### config.mk
export PLATFORM = sky130hd
export DESIGN_NAME = ws281x_driver_flat
export DESIGN_NICKNAME = d
export VERILOG_FILES = /design/src/rtl/ws281x_driver_if.sv /design/src/rtl/ws281x_driver.sv /design/src/flat_wrapper.sv
export SDC_FILE = /design/constraint.sdc
export NUM_CORES = 1
export LEC_CHECK = 0
export BUFFER_PORTS_ARGS = -buffer_cell sky130_fd_sc_hd__buf_4
export CAP_MARGIN = 20
export CORE_ASPECT_RATIO = 0.9
export CORE_MARGIN = 2
export CORE_UTILIZATION = 53
export CTS_CLUSTER_SIZE = 16
export DETAILED_ROUTE_END_ITERATION = 16
export MAX_ROUTING_LAYER = met4
export PLACE_DENSITY = 0.75
export SYNTH_ARGS = -nofsm -noshare
export SYNTH_HDL_FRONTEND = slang
export SYNTH_SLANG_ARGS = --single-unit
### constraint.sdc
create_clock -name mclk -period 4.3 [get_ports mclk]
set_clock_uncertainty 0.2 [all_clocks]
set_input_delay 1.29 -clock mclk [delete_from_list [all_inputs] [get_ports mclk]]
set_output_delay 1.29 -clock mclk [all_outputs]
set_load 0.01 [all_outputs]
### src/rtl/ws281x_driver_if.sv
// Pixel hand-off between one ws281x register-block port FIFO (master) and its line driver (slave).
interface ws281x_driver_if;
   logic        port_enb;
   logic        port_dval;
   logic [23:0] port_data;
   logic        port_rd;

   modport master (output port_enb, output port_dval, output port_data, input port_rd);
   modport slave  (input port_enb, input port_dval, input port_data, output port_rd);
endinterface

### src/rtl/ws281x_driver.sv
// WS281x NRZ line driver: pops 24-bit GRB pixels from a show-ahead FIFO and
// serialises them MSB-first, followed by a configurable low reset gap.
module ws281x_driver (
   input  logic                   mclk,
   input  logic                   h_reset,
   input  logic [15:0]            cfg_reset_period,
   input  logic [9:0]             cfg_clk_period,
   input  logic [9:0]             cfg_th0_period,
   input  logic [9:0]             cfg_th1_period,
   ws281x_driver_if.slave         fifo_port,
   output logic                   txd,
   output logic                   busy
);

   typedef enum logic [1:0] {S_IDLE, S_TX, S_RST} state_t;

   state_t      state_reg, state_next;
   logic [23:0] shift_reg, shift_next;
   logic [4:0]  bit_cnt_reg, bit_cnt_next;
   logic [9:0]  cyc_reg, cyc_next;
   logic [9:0]  per_reg, per_next;
   logic [9:0]  th0_reg, th0_next;
   logic [9:0]  th1_reg, th1_next;
   logic [15:0] rlen_reg, rlen_next;
   logic [15:0] rst_cnt_reg, rst_cnt_next;
   logic        txd_reg, txd_next;

   logic        pixel_avail;
   logic        bit_last;
   logic        pixel_last;
   logic        load;
   logic [9:0]  th_cur;

   // Reset gates the pop so an asserted reset can never consume a FIFO entry.
   assign pixel_avail = fifo_port.port_enb & fifo_port.port_dval & ~h_reset;
   assign bit_last    = (cyc_reg == per_reg - 10'd1);
   assign pixel_last  = bit_last & (bit_cnt_reg == 5'd23);
   assign th_cur      = shift_reg[23] ? th1_reg : th0_reg;

   always_ff @(posedge mclk or posedge h_reset) begin
      if (h_reset) begin
         state_reg   <= S_IDLE;
         shift_reg   <= 24'd0;
         bit_cnt_reg <= 5'd0;
         cyc_reg     <= 10'd0;
         per_reg     <= 10'd0;
         th0_reg     <= 10'd0;
         th1_reg     <= 10'd0;
         rlen_reg    <= 16'd0;
         rst_cnt_reg <= 16'd0;
         txd_reg     <= 1'b0;
      end else begin
         state_reg   <= state_next;
         shift_reg   <= shift_next;
         bit_cnt_reg <= bit_cnt_next;
         cyc_reg     <= cyc_next;
         per_reg     <= per_next;
         th0_reg     <= th0_next;
         th1_reg     <= th1_next;
         rlen_reg    <= rlen_next;
         rst_cnt_reg <= rst_cnt_next;
         txd_reg     <= txd_next;
      end
   end

   always_comb begin
      state_next   = state_reg;
      shift_next   = shift_reg;
      bit_cnt_next = bit_cnt_reg;
      cyc_next     = cyc_reg;
      per_next     = per_reg;
      th0_next     = th0_reg;
      th1_next     = th1_reg;
      rlen_next    = rlen_reg;
      rst_cnt_next = rst_cnt_reg;
      txd_next     = 1'b0;
      load         = 1'b0;

      case (state_reg)
         S_IDLE: begin
            if (pixel_avail) load = 1'b1;
         end
         S_TX: begin
            if (pixel_last) begin
               if (pixel_avail) begin
                  load = 1'b1;
               end else begin
                  state_next   = S_RST;
                  rlen_next    = (cfg_reset_period == 16'd0) ? 16'd1 : cfg_reset_period;
                  rst_cnt_next = 16'd0;
               end
            end else if (bit_last) begin
               cyc_next     = 10'd0;
               shift_next   = {shift_reg[22:0], 1'b0};
               bit_cnt_next = bit_cnt_reg + 5'd1;
               // Next bit starts at cyc 0, so it is high iff its threshold is non-zero.
               txd_next     = shift_reg[22] ? (th1_reg != 10'd0) : (th0_reg != 10'd0);
            end else begin
               cyc_next = cyc_reg + 10'd1;
               txd_next = ((cyc_reg + 10'd1) < th_cur);
            end
         end
         S_RST: begin
            if (rst_cnt_reg == rlen_reg - 16'd1) state_next = S_IDLE;
            else                                 rst_cnt_next = rst_cnt_reg + 16'd1;
         end
         default: state_next = S_IDLE;
      endcase

      if (load) begin
         state_next   = S_TX;
         shift_next   = fifo_port.port_data;
         per_next     = (cfg_clk_period == 10'd0) ? 10'd1 : cfg_clk_period;
         th0_next     = cfg_th0_period;
         th1_next     = cfg_th1_period;
         bit_cnt_next = 5'd0;
         cyc_next     = 10'd0;
         txd_next     = fifo_port.port_data[23] ? (cfg_th1_period != 10'd0)
                                                : (cfg_th0_period != 10'd0);
      end
   end

   assign fifo_port.port_rd = load;
   assign txd               = txd_reg;
   assign busy              = (state_reg != S_IDLE);

endmodule

### src/flat_wrapper.sv
// flat-port wrapper written by rule: the top's interface ports become plain ports
module ws281x_driver_flat 
  (mclk, h_reset, cfg_reset_period, cfg_clk_period, cfg_th0_period, cfg_th1_period, txd, busy, fifo_port_port_enb, fifo_port_port_dval, fifo_port_port_data, fifo_port_port_rd);
  ws281x_driver_if fifo_port_i ();
  input  logic mclk;
  input  logic h_reset;
  input  logic [15:0] cfg_reset_period;
  input  logic [9:0] cfg_clk_period;
  input  logic [9:0] cfg_th0_period;
  input  logic [9:0] cfg_th1_period;
  output logic txd;
  output logic busy;
  input wire logic [$bits(fifo_port_i.port_enb)-1:0] fifo_port_port_enb;
  input wire logic [$bits(fifo_port_i.port_dval)-1:0] fifo_port_port_dval;
  input wire logic [$bits(fifo_port_i.port_data)-1:0] fifo_port_port_data;
  output wire logic [$bits(fifo_port_i.port_rd)-1:0] fifo_port_port_rd;
  assign fifo_port_i.port_enb = fifo_port_port_enb;
  assign fifo_port_i.port_dval = fifo_port_port_dval;
  assign fifo_port_i.port_data = fifo_port_port_data;
  assign fifo_port_port_rd = fifo_port_i.port_rd;
  ws281x_driver u_core (.mclk(mclk), .h_reset(h_reset), .cfg_reset_period(cfg_reset_period), .cfg_clk_period(cfg_clk_period), .cfg_th0_period(cfg_th0_period), .cfg_th1_period(cfg_th1_period), .fifo_port(fifo_port_i), .txd(txd), .busy(busy));
endmodule
Word level (Yosys, flattened, before mapping):

Index checks and enable logic that the tools add are counted.

* reduce and logical (&&, ||, !) cells: 16
* add/subtract/negate cells: 5
* equality and inequality tests: 13
* $lt $le $gt $ge: 1
* bitwise logic cells: 5
* multiplexer cells: 33

Operator list (count)
* 24-bit two-way mux: 4
* 16-bit two-way mux: 4
* 10-bit two-way mux: 6
* 10-bit nonzero test: 4
* 16-bit case mux with 2 select lines: 1
* 5-bit two-way mux: 4
* 16-bit by 1-bit adder with 16-bit output, second input constant: 1
* 16-bit == test: 1
* 16-bit zero test: 1
* 16-bit by 1-bit subtractor with 16-bit output, second input constant: 1
* 10-bit by 1-bit adder with 10-bit output, second input constant: 1
* 10-bit == test: 1
* 10-bit zero test: 1
* 10-bit less-than comparator: 1
* 10-bit by 1-bit subtractor with 10-bit output, second input constant: 1
* 1-bit two-way mux: 8
* 2-bit two-way mux: 4
* 2-bit != test, second input constant: 4
* 4-bit AND reduction: 2
* 2-bit nonzero test: 4
* 3-bit by 2-bit != test with 1-bit output, second input constant: 2
* 2-bit case mux with 3 select lines: 1
* 3-bit AND reduction: 2
* 5-bit by 1-bit adder with 5-bit output, second input constant: 1
* 10 further kinds: 13

* bits in registers: 104
* input bits: 74

Logic depth before layout (Yosys ltp):

* depth in word-level cells: 7
* mapped depth: 12

Worst setup path after synthesis:

No wires, ideal clock.

* kind: input to output
* start: input h_reset
* end: output fifo_port_port_rd
* arrival: 2.376 ns
* required time: 2.810 ns
* stages on the path: 7
* path slack: 0.434 ns
* path through: and3b_1 nand2b_1 clkbuf_1 or2_1 buf_2 inv_4 buf_6

* cells in the longest elaborated chain, start to end: 5

RTL lines
* start: declaration: RTL line flat_wrapper.sv:6 `input logic h_reset;`
* 1-bit inverter *: RTL line ws281x_driver.sv:35 `assign pixel_avail = fifo_port.port_enb & fifo_port.port_dval & ~h_reset;`
* 1-bit AND *: RTL line ws281x_driver.sv:35
* 1-bit two-way mux *: RTL line ws281x_driver.sv:81, ws281x_driver.sv:85
* 1-bit two-way mux: RTL line ws281x_driver.sv:84 `if (pixel_last) begin`
* 1-bit case mux with 2 select lines *: RTL line ws281x_driver.sv:79 `case (state_reg)`
* end: declaration: RTL line flat_wrapper.sv:16 `output wire logic [$bits(fifo_port_i.port_rd)-1:0] fifo_port_port_rd;`

Every way passes the cells marked *; elsewhere a longest branch is shown, timed or not.

Worst setup path in the final report:

* start: register u_core.per_reg[0]
* end: output fifo_port_port_rd

* cells in the longest elaborated chain, start to end: 5

RTL lines
* start: declaration: RTL line ws281x_driver.sv:21 `logic [9:0] per_reg, per_next;`
* start signal: assignment: RTL line ws281x_driver.sv:57 `per_reg <= per_next;`
* 10-bit by 1-bit subtractor with 10-bit output: RTL line ws281x_driver.sv:36 `assign bit_last = (cyc_reg == per_reg - 10'd1);`
* 10-bit == test: RTL line ws281x_driver.sv:36
* 1-bit AND: RTL line ws281x_driver.sv:37 `assign pixel_last = bit_last & (bit_cnt_reg == 5'd23);`
* 1-bit two-way mux: RTL line ws281x_driver.sv:84
* 1-bit case mux with 2 select lines: RTL line ws281x_driver.sv:79

No other way between the ends.

==> flow_summary.json <==
{
  "antenna_cells": 0,
  "final_weighted_congestion_of_routability_driven_global_placement": 0.864,
  "finalMaxSlewViolations": 0,
  "grt-ovfl-total": 0,
  "grt_max_degree": 56,
  "dr_total_vias": 5666,
  "post_synth_instance_area_um2": 6380,
  "async_flop_share_pct": 100,
  "vias_per_cell": 6.13,
  "synth-warning-count": 0,
  "synth_flop_cell": "sky130_fd_sc_hd__dfrtp_1",
  "synth_nets": 788,
  "worst-setup-path-type": "register to output pin",
  "drive_gt1_share_pct": 21.4,
  "sequential_cell_area_fraction_in_the_yosys_report_pct": 40.8,
  "min-delay-path-class": "register to register",
  "cts_max_path_buffers": 2,
  "grt_util_all_layers_pct": 26.3,
  "layout_area_overhead_pct": 15.6,
  "critical_path.startpoint_type": "register",
  "grt_pass1_vias": 5552,
  "placement_rows": 37,
  "yosys_register_bits": 104,
  "maxClockFrequency_mhz": 242,
  "clkLatencyLatePin_ps": 350,
  "cp_cell_sequence": "nor3_2 > mux2_2 > a22oi_1 > a22oi_2 > a31oi_4 > or2_1 > inv_4 > buf_4",
  "drt-wirelength-per-cell_um": 17.2,
  "setup_viol": 0,
  "grt-busiest-layer": "met2",
  "arrival_time_at_the_worst_endpoint_ps": 2640,
  "initial_core_util_pct": 55.1,
  "use_met1_pct": 34.9,
  "grt.met3_usage_pct": 4.85,
  "slew-limit-headroom_pct": 34.5,
  "place.detailed.hpwl_mm": 11.6,
  "power-per-cell-area_nw_per_um2": 529,
  "crit_path_end_kind": "output pin",
  "timing.final.crit_share_pct": 96.1,
  "yosys-top-cells-area": "sky130_fd_sc_hd__dfrtp_1 (41%), sky130_fd_sc_hd__nand2_1 (7.5%), sky130_fd_sc_hd__mux2_2 (5.5%), sky130_fd_sc_hd__xnor2_1 (3.6%), sky130_fd_sc_hd__nor3_1 (3.4%)",
  "placeableCoreArea_um2": 11600,
  "post-route-drc-count": 0,
  "cts_sinks": 104,
  "final_hold_viols": 0,
  "cp_top_family": "simple AND/OR/NAND/NOR gates",
  "grt_antenna_before_repair": 0,
  "finalSetupTns_ps": 0,
  "detail-route-antenna-nets": 0,
  "wirelength_mm": 15.9,
  "rsz_0062_raised_after_global_routing": "false",
  "io-pin-count": 77,
  "number_of_flops_mapped_to_enable_cells_by_yosys": 0,
  "numCtsBuffers": 9,
  "synth_cell_type_count": 75,
  "netlist.area_leader.share_pct": 40.8,
  "max-vdd-ir-drop_uv": 380,
  "cts.htree.levels": 3,
  "critical_path.slowest_cell": "sky130_fd_sc_hd__nor3_2",
  "path_max_fanout": 7,
  "run_status": "complete, no violations",
  "syn-instance-count": 700,
  "die_h_um": 108,
  "cts_root_buffer": "sky130_fd_sc_hd__clkbuf_16",
  "die-width_um": 120,
  "maxCapViolCount": 0,
  "grt_pass1_wl_mm": 26.6,
  "clk_pin_slew_ps": 70,
  "cts_tree": "yes",
  "worstMarginPinSlew_ps": 976,
  "final_util_pct": 63.7,
  "nNetsFinal": 851,
  "drt_pre_antenna_iters": 7,
  "worstPathRequired_ps": 2810,
  "clock_period_minus_worst_slack_ps": 4130,
  "worst-path-buf-inv": 2,
  "avgSynthCellArea_um2": 9.11,
  "port_buffers": 76,
  "globalRouteMet2Util_pct": 42.2,
  "largest_register_ff_count": 24,
  "initialDrtViolationCount": 482,
  "synth.largest_area_cell": "sky130_fd_sc_hd__dfrtp_1",
  "power_leakage_nw": 3.09,
  "design.die.area_um2": 12900,
  "timing.critical_path.slowest_cell_delay_ps": 450
}
==> power breakdown <==
part           switching [mW]  internal (mW)  total [mW]  leakage [nW]
registers               0.402           1.33        1.73          1.24
logic                   0.677          0.699        1.38          1.71
clock network           0.379          0.414       0.794         0.138
total                    1.46           2.44        3.90          3.09
==> per-layer routing <==
| layer | vias to the layer above | wire length [um] | share of wire, % |
|---|---|---|---|
| li1 | 2680 | - | - |
| met2 | 197 | 7570 | 48 |
| met4 | 0 | 302 | 1.9 |
| met1 | 2765 | 7140 | 45 |
| met5 | - | 0 | 0 |
| met3 | 24 | 913 | 5.7 |
==> cells in the final DEF (no fill, tap or decap), drive strengths merged, types with 17 or more instances in the layout <==
cell type | synthesis | final
a21oi | 17 | 17
a31oi | 28 | 28
buf | 11 | 90
dfrtp | 104 | 104
inv | 23 | 24
mux2 | 31 | 31
nand2 | 128 | 128
nand3 | 21 | 21
nor2 | 23 | 23
nor3 | 48 | 48
nor4 | 24 | 24
o21ai | 21 | 21
xnor2 | 26 | 26
==> tightest hold or removal path, stage by stage (launching register included) <==
cell and delay (ps):
sky130_fd_sc_hd__dfrtp_1 360, sky130_fd_sc_hd__nand2_1 50, sky130_fd_sc_hd__nand2_1 50
==> cell usage after synthesis, types with 5 or more instances <==
master	number
sky130_fd_sc_hd__buf_2	5
sky130_fd_sc_hd__o41ai_1	5
sky130_fd_sc_hd__nand4_1	13
sky130_fd_sc_hd__a21oi_1	15
sky130_fd_sc_hd__nand2b_1	8
sky130_fd_sc_hd__mux2_2	31
sky130_fd_sc_hd__nor3_2	5
sky130_fd_sc_hd__nor2_1	23
sky130_fd_sc_hd__nand2_1	128
sky130_fd_sc_hd__buf_6	5
sky130_fd_sc_hd__dfrtp_1	104
sky130_fd_sc_hd__or3_1	6
sky130_fd_sc_hd__xnor2_1	26
sky130_fd_sc_hd__inv_1	21
sky130_fd_sc_hd__nor4_1	23
sky130_fd_sc_hd__a31oi_1	26
sky130_fd_sc_hd__nor3_1	43
sky130_fd_sc_hd__ha_1	14
sky130_fd_sc_hd__o211ai_1	5
sky130_fd_sc_hd__clkbuf_1	27
sky130_fd_sc_hd__o21ai_0	21
sky130_fd_sc_hd__o22ai_1	5
sky130_fd_sc_hd__xor2_1	15
sky130_fd_sc_hd__and3_1	7
sky130_fd_sc_hd__nand3_1	21
sky130_fd_sc_hd__mux2i_1	14
==> logic make-up (layout without fill, tap and decap cells) <==
| group | count (synthesis) | after routing | synth area share (%) |
|---|---|---|---|
| compound gates | 121 | 121 | 13.7 |
| xor+xnor | 41 | 41 | 5.63 |
| fa+ha+maj | 14 | 14 | 2.75 |
| buf+inv | 61 | 129 | 4.32 |
| flops | 104 | 104 | 40.8 |
| mux | 45 | 45 | 7.67 |
| simple gates | 314 | 314 | 25.2 |
==> metrics by stage <==
stage	area [um^2]	total power, mW	instances	worst slack [ps]	hold slack (ps)
5_1_grt	7370	4.20	924	13.1	343
4_1_cts	7340	3.90	922	52.1	299
3_5_place_dp	7060	3.09	906	453	285
3_3_place_gp	7060	3.00	906	514	281
2_1_floorplan	6380	2.69	700	77.8	260
6_report	7370	3.90	924	166	297
==> repair_timing <==
item	4_1_cts	5_1_grt
hold buffers	0	0
setup endpoints to repair	0	1
buffers inserted	0	2
resized for setup	0	2
==> layout make-up <==
type                            instances  area, um^2
Fill cell                             974        4200
Multi-Input combinational cell        535        3510
Sequential cell                       104        2600
Timing Repair Buffer                   90         688
Clock buffer                           11         243
Tap cell                              156         195
Inverter                               23        91.3
Clock inverter                          5        41.3
==> path summary, 6_finish.rpt <==
| path | from | slack (ps) | depth (start not counted) | endpoint |
|---|---|---|---|---|
| setup / recovery | u_core.per_reg[0] | 170 | 8 | fifo_port_port_rd |
| max in group asynchronous | h_reset | 2340 | 3 | u_core.rlen_reg[7] |
| hold / removal | u_core.rlen_reg[15] | 300 | 2 | u_core.rlen_reg[15] |
| hold reg to reg | u_core.rlen_reg[15] | 300 | 2 | u_core.rlen_reg[15] |
| min in group asynchronous | h_reset | 840 | 2 | u_core.per_reg[9] |
| setup reg to reg | u_core.rlen_reg[0] | 780 | 10 | u_core.rst_cnt_reg[15] |
No activity file was read; power rests on OpenSTA's default activity.
